--- config.mk ---
export PLATFORM = sky130hd
export DESIGN_NAME = alu_seq_unit
export DESIGN_NICKNAME = d
export VERILOG_FILES = /design/src/rtl/alu_seq_unit.sv
export SDC_FILE = /design/constraint.sdc
export NUM_CORES = 1
export LEC_CHECK = 0
export CAP_MARGIN = 0
export CORE_ASPECT_RATIO = 0.7
export CORE_UTILIZATION = 64
export CTS_BUF_LIST = sky130_fd_sc_hd__clkbuf_16
export CTS_CLUSTER_DIAMETER = 120
export DETAILED_ROUTE_END_ITERATION = 10
export MAX_ROUTING_LAYER = met4
export PLACE_DENSITY = 0.94
export SETUP_SLACK_MARGIN = 0.3
export SYNTH_ARGS = -nofsm -noshare
export SYNTH_HDL_FRONTEND = slang
export SYNTH_SLANG_ARGS = --single-unit
--- constraint.sdc ---
create_clock -name clk -period 4.8 [get_ports clk]
set_clock_uncertainty 0.2 [all_clocks]
set_input_delay 0.96 -clock clk [delete_from_list [all_inputs] [get_ports clk]]
set_output_delay 0.96 -clock clk [all_outputs]
set_load 0.02 [all_outputs]
--- src/rtl/alu_seq_unit.sv ---
// Registered arithmetic unit with valid/ready handshakes. Single-cycle ops 0-3 plus an
// iterative shift-add multiply (op4); ovf/err status flags. One transaction in flight.
module alu_seq_unit #(
    parameter int WIDTH = 6
) (
    input  logic             clk,
    input  logic             rst_n,
    input  logic             in_valid,
    output logic             in_ready,
    input  logic [WIDTH-1:0] A,
    input  logic [WIDTH-1:0] B,
    input  logic [2:0]       op,
    output logic             out_valid,
    input  logic             out_ready,
    output logic [WIDTH-1:0] O,
    output logic             ovf,
    output logic             err
);
    localparam int CW = $clog2(WIDTH);

    typedef enum logic [1:0] {IDLE, MUL, HOLD} state_t;

    state_t               state;
    logic [CW-1:0]        cnt;
    logic [2*WIDTH-1:0]   acc;
    logic [2*WIDTH-1:0]   mcand;
    logic [WIDTH-1:0]     mplier;
    logic [2*WIDTH-1:0]   acc_nxt;
    logic [WIDTH-1:0]     res;
    logic [WIDTH-1:0]     t;
    logic                 accept;
    logic                 is_mul;
    logic                 last;

    assign in_ready = (state == IDLE) | ((state == HOLD) & out_ready);
    assign accept   = in_valid & in_ready;
    assign is_mul   = (op == 3'd4);
    assign last     = (cnt == CW'(WIDTH - 1));
    assign acc_nxt  = mplier[cnt] ? acc + (mcand << cnt) : acc;

    // Single-cycle datapath, evaluated on the live inputs at the accept edge.
    always_comb begin
        t   = (A << 1) - B;
        res = '0;
        case (op)
            3'd0:    res = (A << 2) + (B >> 1);
            3'd1:    res = A + B + (B << 1);
            3'd2:    res = WIDTH'(0) - B;
            3'd3:    res = t[WIDTH-1] ? WIDTH'(0) - t : t;
            default: res = '0;
        endcase
    end

    always_ff @(posedge clk or negedge rst_n) begin
        if (!rst_n) begin
            state     <= IDLE;
            out_valid <= 1'b0;
            O         <= '0;
            ovf       <= 1'b0;
            err       <= 1'b0;
            cnt       <= '0;
            acc       <= '0;
            mcand     <= '0;
            mplier    <= '0;
        end else begin
            case (state)
                IDLE, HOLD: begin
                    if (accept) begin
                        if (is_mul) begin
                            state     <= MUL;
                            out_valid <= 1'b0;
                            cnt       <= '0;
                            acc       <= '0;
                            mcand     <= {{WIDTH{1'b0}}, A};
                            mplier    <= B;
                        end else begin
                            state     <= HOLD;
                            out_valid <= 1'b1;
                            O         <= res;
                            ovf       <= 1'b0;
                            err       <= (op > 3'd4);
                        end
                    end else if ((state == HOLD) && out_ready) begin
                        state     <= IDLE;
                        out_valid <= 1'b0;
                    end
                end
                MUL: begin
                    acc <= acc_nxt;
                    cnt <= cnt + CW'(1);
                    // Final iteration: publish straight from the adder output.
                    if (last) begin
                        state     <= HOLD;
                        out_valid <= 1'b1;
                        O         <= acc_nxt[WIDTH-1:0];
                        ovf       <= |acc_nxt[2*WIDTH-1:WIDTH];
                        err       <= 1'b0;
                    end
                end
                default: state <= IDLE;
            endcase
        end
    end
endmodule

==> impl_results.rst <==
.. list-table::
   :header-rows: 1

   * - Metric
     - Value
   * - Fill cell instance count of the final layout
     - 327
   * - Sequential cell area fraction in the yosys report
     - 0.278
   * - Worst R2R End
     - ovf
   * - Net total in the final layout
     - 470
   * - Clock input transition at the sequential cells of the worst setup and hold paths
     - 60 ps
   * - Number of buffers inserted by hold repair at cts
     - 0
   * - Final non-filler cell total
     - 486
   * - Total Neg Setup Slack
     - 0 ps
   * - Syn_nets
     - 449
   * - Critical Path Fanout Max
     - 18
   * - Final setup violating endpoints
     - 0
   * - Kind of end point of the critical path
     - register
   * - P_sw
     - 937 uW
   * - Library cell with the largest summed area after synthesis
     - sky130_fd_sc_hd__dfrtp_1
   * - Area inside the core boundary
     - 0.00497 sq mm
   * - Number of pins with negative max-slew slack in the final report
     - 0
   * - Crit start category
     - register
   * - Combinational share of power
     - 0.545
   * - Boundary pin count
     - 29
   * - Die Wd
     - 89.3 um
   * - Worst reg2reg setup slack
     - 940 ps
   * - Total overflow reported by the global router
     - 0
   * - Total count of hold-check failures in the final report
     - 0
   * - Portion of total power attributed to sequential cells
     - 0.256
   * - Clock tree from TritonCTS
     - done
   * - Relative slew slack
     - 0.440
   * - Count of buffers added by post-CTS timing repair for setup
     - 0
   * - Detailed-route vias per instance
     - 6.57
   * - Drt pass-1 iters
     - 5
   * - Synthesized area per cell
     - 8.65 sq um
   * - Post-layout power
     - 2140 uW
   * - Endpoint with the worst hold slack
     - mplier[4]
   * - H-Tree Level Count
     - 2
   * - Insertion delay of the later-clocked pin in the worst-skew pair
     - 280 ps
   * - Overall routing resource usage
     - 0.353
   * - Period utilization
     - 0.804
   * - Area of the multi-input gates
     - 0.00232 sq mm
   * - Yosys warning count
     - 0
   * - Num CTS Buffers
     - 5
   * - Finished layout cell area
     - 0.00391 sq mm
   * - Antenna violations before repair
     - 0
   * - Largest buffer count on any clock path
     - 2
   * - Number of gates resized after cts
     - 0
   * - Global-route wire length before repair
     - 14500 um
   * - Actual slew at the worst max-slew pin
     - 837 ps
   * - Layout cells sized above 1
     - 0.0719
   * - Post-synthesis instance area
     - 0.00342 sq mm
   * - Async set-reset flop share out of synthesis
     - 1.00
   * - Switching Share
     - 0.437
   * - Total clock sinks
     - 38
   * - Slowest cell on the critical path
     - sky130_fd_sc_hd__dfrtp_1
   * - Largest stage delay on the critical path
     - 760 ps
   * - DIE AREA
     - 0.00564 sq mm
   * - EDFF count, synth
     - 0
   * - Top post-synthesis cells by area
     - sky130_fd_sc_hd__dfrtp_1 (28%), sky130_fd_sc_hd__ha_1 (9.9%), sky130_fd_sc_hd__nand2_1 (5.7%)
   * - Combined flip-flop and latch cell area
     - 951 sq um
   * - Area added between synthesis and finish
     - 14.4%
   * - Post-route antenna net violation count
     - 0
   * - Worst Min Path Start
     - mplier[4]
   * - Count of unresolved DRC violations after routing
     - 0
   * - Internal power consumption
     - 1210 uW
   * - Initial cell density of the core
     - 0.688
   * - Vias after detailed routing
     - 3193
   * - Shortest period the worst path allows
     - 3860 ps
   * - Worst-case reg-to-reg path depth
     - 11
   * - Highest clock rate
     - 259 MHz
   * - DRC marker count from the first detailed-route iteration
     - 388
   * - Number of global-route vias before repair
     - 2942
   * - Critical path launch point
     - cnt[0]
   * - Hold crit path type
     - register to register
   * - Fraction of post-synthesis cell area in the top cell type by area
     - 0.278
   * - Run status
     - completed
   * - Critical-path cell list
     - mux2i_1 > or3_1 > inv_1 > ha_1 > a211oi_1 > o21ai_1 > a211oi_1 > o31ai_1 > xnor2_1 > mux2i_1 > a32oi_1
   * - Diode insertion count for antenna repair
     - 0
   * - Weighted congestion reported at the end of routability-driven placement
     - 0.991
   * - Core Rows
     - 21
   * - Critical path class
     - register to register
   * - Required time worst endpoint
     - 4750 ps
   * - Post-detailed-placement half-perimeter wirelength
     - 6930 um
   * - Die outline height
     - 63.1 um
   * - Maximum number of pins on one net before global-route repair
     - 39
   * - Total wire length
     - 8940 um
   * - Number of cells on the worst hold path
     - 2
   * - Post-Route Utilization
     - 0.787
   * - DR WL/cell
     - 18.4 um
   * - RSZ-0062 raised after global routing
     - false
   * - Power per standard cell area
     - 548 mW/mm^2
   * - Synthesized flop and latch total
     - 38
   * - Crit path buf inv count
     - 1
   * - Kind of cell adding the most delay to the critical path
     - compound AO/OA/AOI/OAI gates
   * - Root Buffer Master
     - sky130_fd_sc_hd__clkbuf_16
   * - Startpoint of the most critical register-to-register path
     - cnt[0]
   * - Instance area after placement
     - 0.00372 sq mm
   * - Data arrival time at the worst-slack endpoint
     - 3810 ps
   * - Number of instances in the synthesized netlist
     - 395
   * - Maximum ir drop on the vdd rail
     - 0.383 mV
   * - Post-placement cell count
     - 478
   * - Share of total power in the clock network
     - 0.199
   * - Leak pwr
     - 0.00176 uW
   * - Prevailing post-synth register cell
     - sky130_fd_sc_hd__dfrtp_1
   * - Count of different cell masters after synthesis
     - 58
   * - Count of max-cap constraint violations
     - 0
   * - Port bufs
     - 28
==> worst register-to-register path, delay by kind of cell (launching register included) <==
kind	cells	cell delay (ps)
adder cells (fa/ha/maj)	1	230
AND/OR/NAND/NOR	1	410
XOR/XNOR	1	150
AO/OA/AOI/OAI	5	1380
flip-flops	1	760
multiplexers	2	500
buffers and inverters	1	90
==> metrics by stage <==
stage          worst slack (ps)  hold WS, ps
3_5_place_dp                852          272
2_1_floorplan              1550          243
4_1_cts                     995          285
6_report                    943          291
5_1_grt                     661          320
3_3_place_gp                943          258
==> placed cells by master (no fill, tap or decap), types with 2 or more instances in the layout <==
cell	count
sky130_fd_sc_hd__nand2_1	52
sky130_fd_sc_hd__dfrtp_1	38
sky130_fd_sc_hd__nor2_1	29
sky130_fd_sc_hd__o21ai_0	28
sky130_fd_sc_hd__ha_1	27
sky130_fd_sc_hd__clkdlybuf4s50_1	27
sky130_fd_sc_hd__a21oi_1	24
sky130_fd_sc_hd__inv_1	18
sky130_fd_sc_hd__xnor2_1	17
sky130_fd_sc_hd__nand3_1	11
sky130_fd_sc_hd__mux2_2	10
sky130_fd_sc_hd__mux2i_1	10
sky130_fd_sc_hd__a21o_1	10
sky130_fd_sc_hd__nand2b_1	8
sky130_fd_sc_hd__fa_1	8
sky130_fd_sc_hd__xor2_1	7
sky130_fd_sc_hd__a31oi_1	6
sky130_fd_sc_hd__nor3_1	6
sky130_fd_sc_hd__o21ai_1	6
sky130_fd_sc_hd__o22ai_1	5
sky130_fd_sc_hd__a211oi_1	5
sky130_fd_sc_hd__clkbuf_16	5
sky130_fd_sc_hd__or3_1	4
sky130_fd_sc_hd__nor2b_1	4
sky130_fd_sc_hd__o31ai_1	4
sky130_fd_sc_hd__a22o_1	4
sky130_fd_sc_hd__and2_1	3
sky130_fd_sc_hd__o211a_1	2
sky130_fd_sc_hd__nor4_1	2
sky130_fd_sc_hd__mux4_2	2
sky130_fd_sc_hd__o21a_1	2
sky130_fd_sc_hd__o2111ai_1	2
sky130_fd_sc_hd__o211ai_1	2
sky130_fd_sc_hd__a32oi_1	2
sky130_fd_sc_hd__bufinv_16	2
sky130_fd_sc_hd__buf_4	2
==> cell usage after synthesis (4+ instances only) <==
master / number
sky130_fd_sc_hd__fa_1: 8
sky130_fd_sc_hd__dfrtp_1: 38
sky130_fd_sc_hd__nor2_1: 29
sky130_fd_sc_hd__mux2_2: 10
sky130_fd_sc_hd__inv_1: 18
sky130_fd_sc_hd__a22o_1: 4
sky130_fd_sc_hd__clkbuf_1: 10
sky130_fd_sc_hd__a21o_1: 10
sky130_fd_sc_hd__o21ai_0: 28
sky130_fd_sc_hd__o31ai_1: 4
sky130_fd_sc_hd__nor3_1: 6
sky130_fd_sc_hd__o22ai_1: 5
sky130_fd_sc_hd__ha_1: 27
sky130_fd_sc_hd__a211oi_1: 5
sky130_fd_sc_hd__nand3_1: 11
sky130_fd_sc_hd__xor2_1: 7
sky130_fd_sc_hd__nor2b_1: 4
sky130_fd_sc_hd__a21oi_1: 24
sky130_fd_sc_hd__nand2b_1: 8
sky130_fd_sc_hd__xnor2_1: 17
sky130_fd_sc_hd__o21ai_1: 6
sky130_fd_sc_hd__mux2i_1: 10
sky130_fd_sc_hd__or3_1: 4
sky130_fd_sc_hd__nand2_1: 52
sky130_fd_sc_hd__a31oi_1: 6
==> worst max-delay path by stage <==
stage / to / slack, ps / depth (start not counted)
global route: ovf / 660 / 11
global placement: O[5] / 940 / 10
CTS: ovf / 1000 / 11
detailed placement: O[5] / 850 / 10
finish: ovf / 940 / 11
floorplan: ovf / 1550 / 15
==> flip-flops by register name (all words and copies together), names as in the netlist <==
register and count:
acc 12, state 2, O 6, err 1, cnt 3, out_valid 1
mplier 6, mcand 6, ovf 1
==> kinds of logic (layout without fill, tap and decap cells) <==
| logic type | Yosys count | count (layout) | share of synthesized area |
|---|---|---|---|
| AOI/OAI and AO/OA | 112 | 112 | 0.219 |
| muxes | 24 | 24 | 0.0831 |
| adders and majority gates | 35 | 35 | 0.146 |
| and+or+nand+nor | 127 | 127 | 0.170 |
| DFF | 38 | 38 | 0.278 |
| buffers and inverters | 35 | 57 | 0.0421 |
| xor gates and xnor gates | 24 | 24 | 0.0615 |
==> layout make-up <==
type                       count  area share
multi-input combinational    322       0.594
sequential                    38       0.243
timing repair buffer          30      0.0743
clock buffer                   5      0.0320
tap                           69      0.0221
inverter                      19      0.0182
clock inverter                 3      0.0163
==> metal layers <==
| layer | wire length [um] | part of all wire | GRT usage | vias to the layer above |
|---|---|---|---|---|
| met3 | 1000 | 0.11 | 0.101 | 12 |
| met5 | 0 | 0 | - | - |
| met2 | 3890 | 0.44 | 0.482 | 187 |
| met4 | 52 | 0.0058 | 0.0496 | 0 |
| met1 | 3990 | 0.45 | 0.529 | 1534 |
| li1 | - | - | - | 1460 |
==> power groups by stage <==
stage	Sequential [uW]	Combinational (uW)	Clock, uW
floorplan	505	880	0
global placement	538	1100	0
detailed placement	547	1130	0
CTS	543	1140	424
global route	565	1280	441
finish	549	1170	426
No activity file was read; power rests on OpenSTA's default activity.
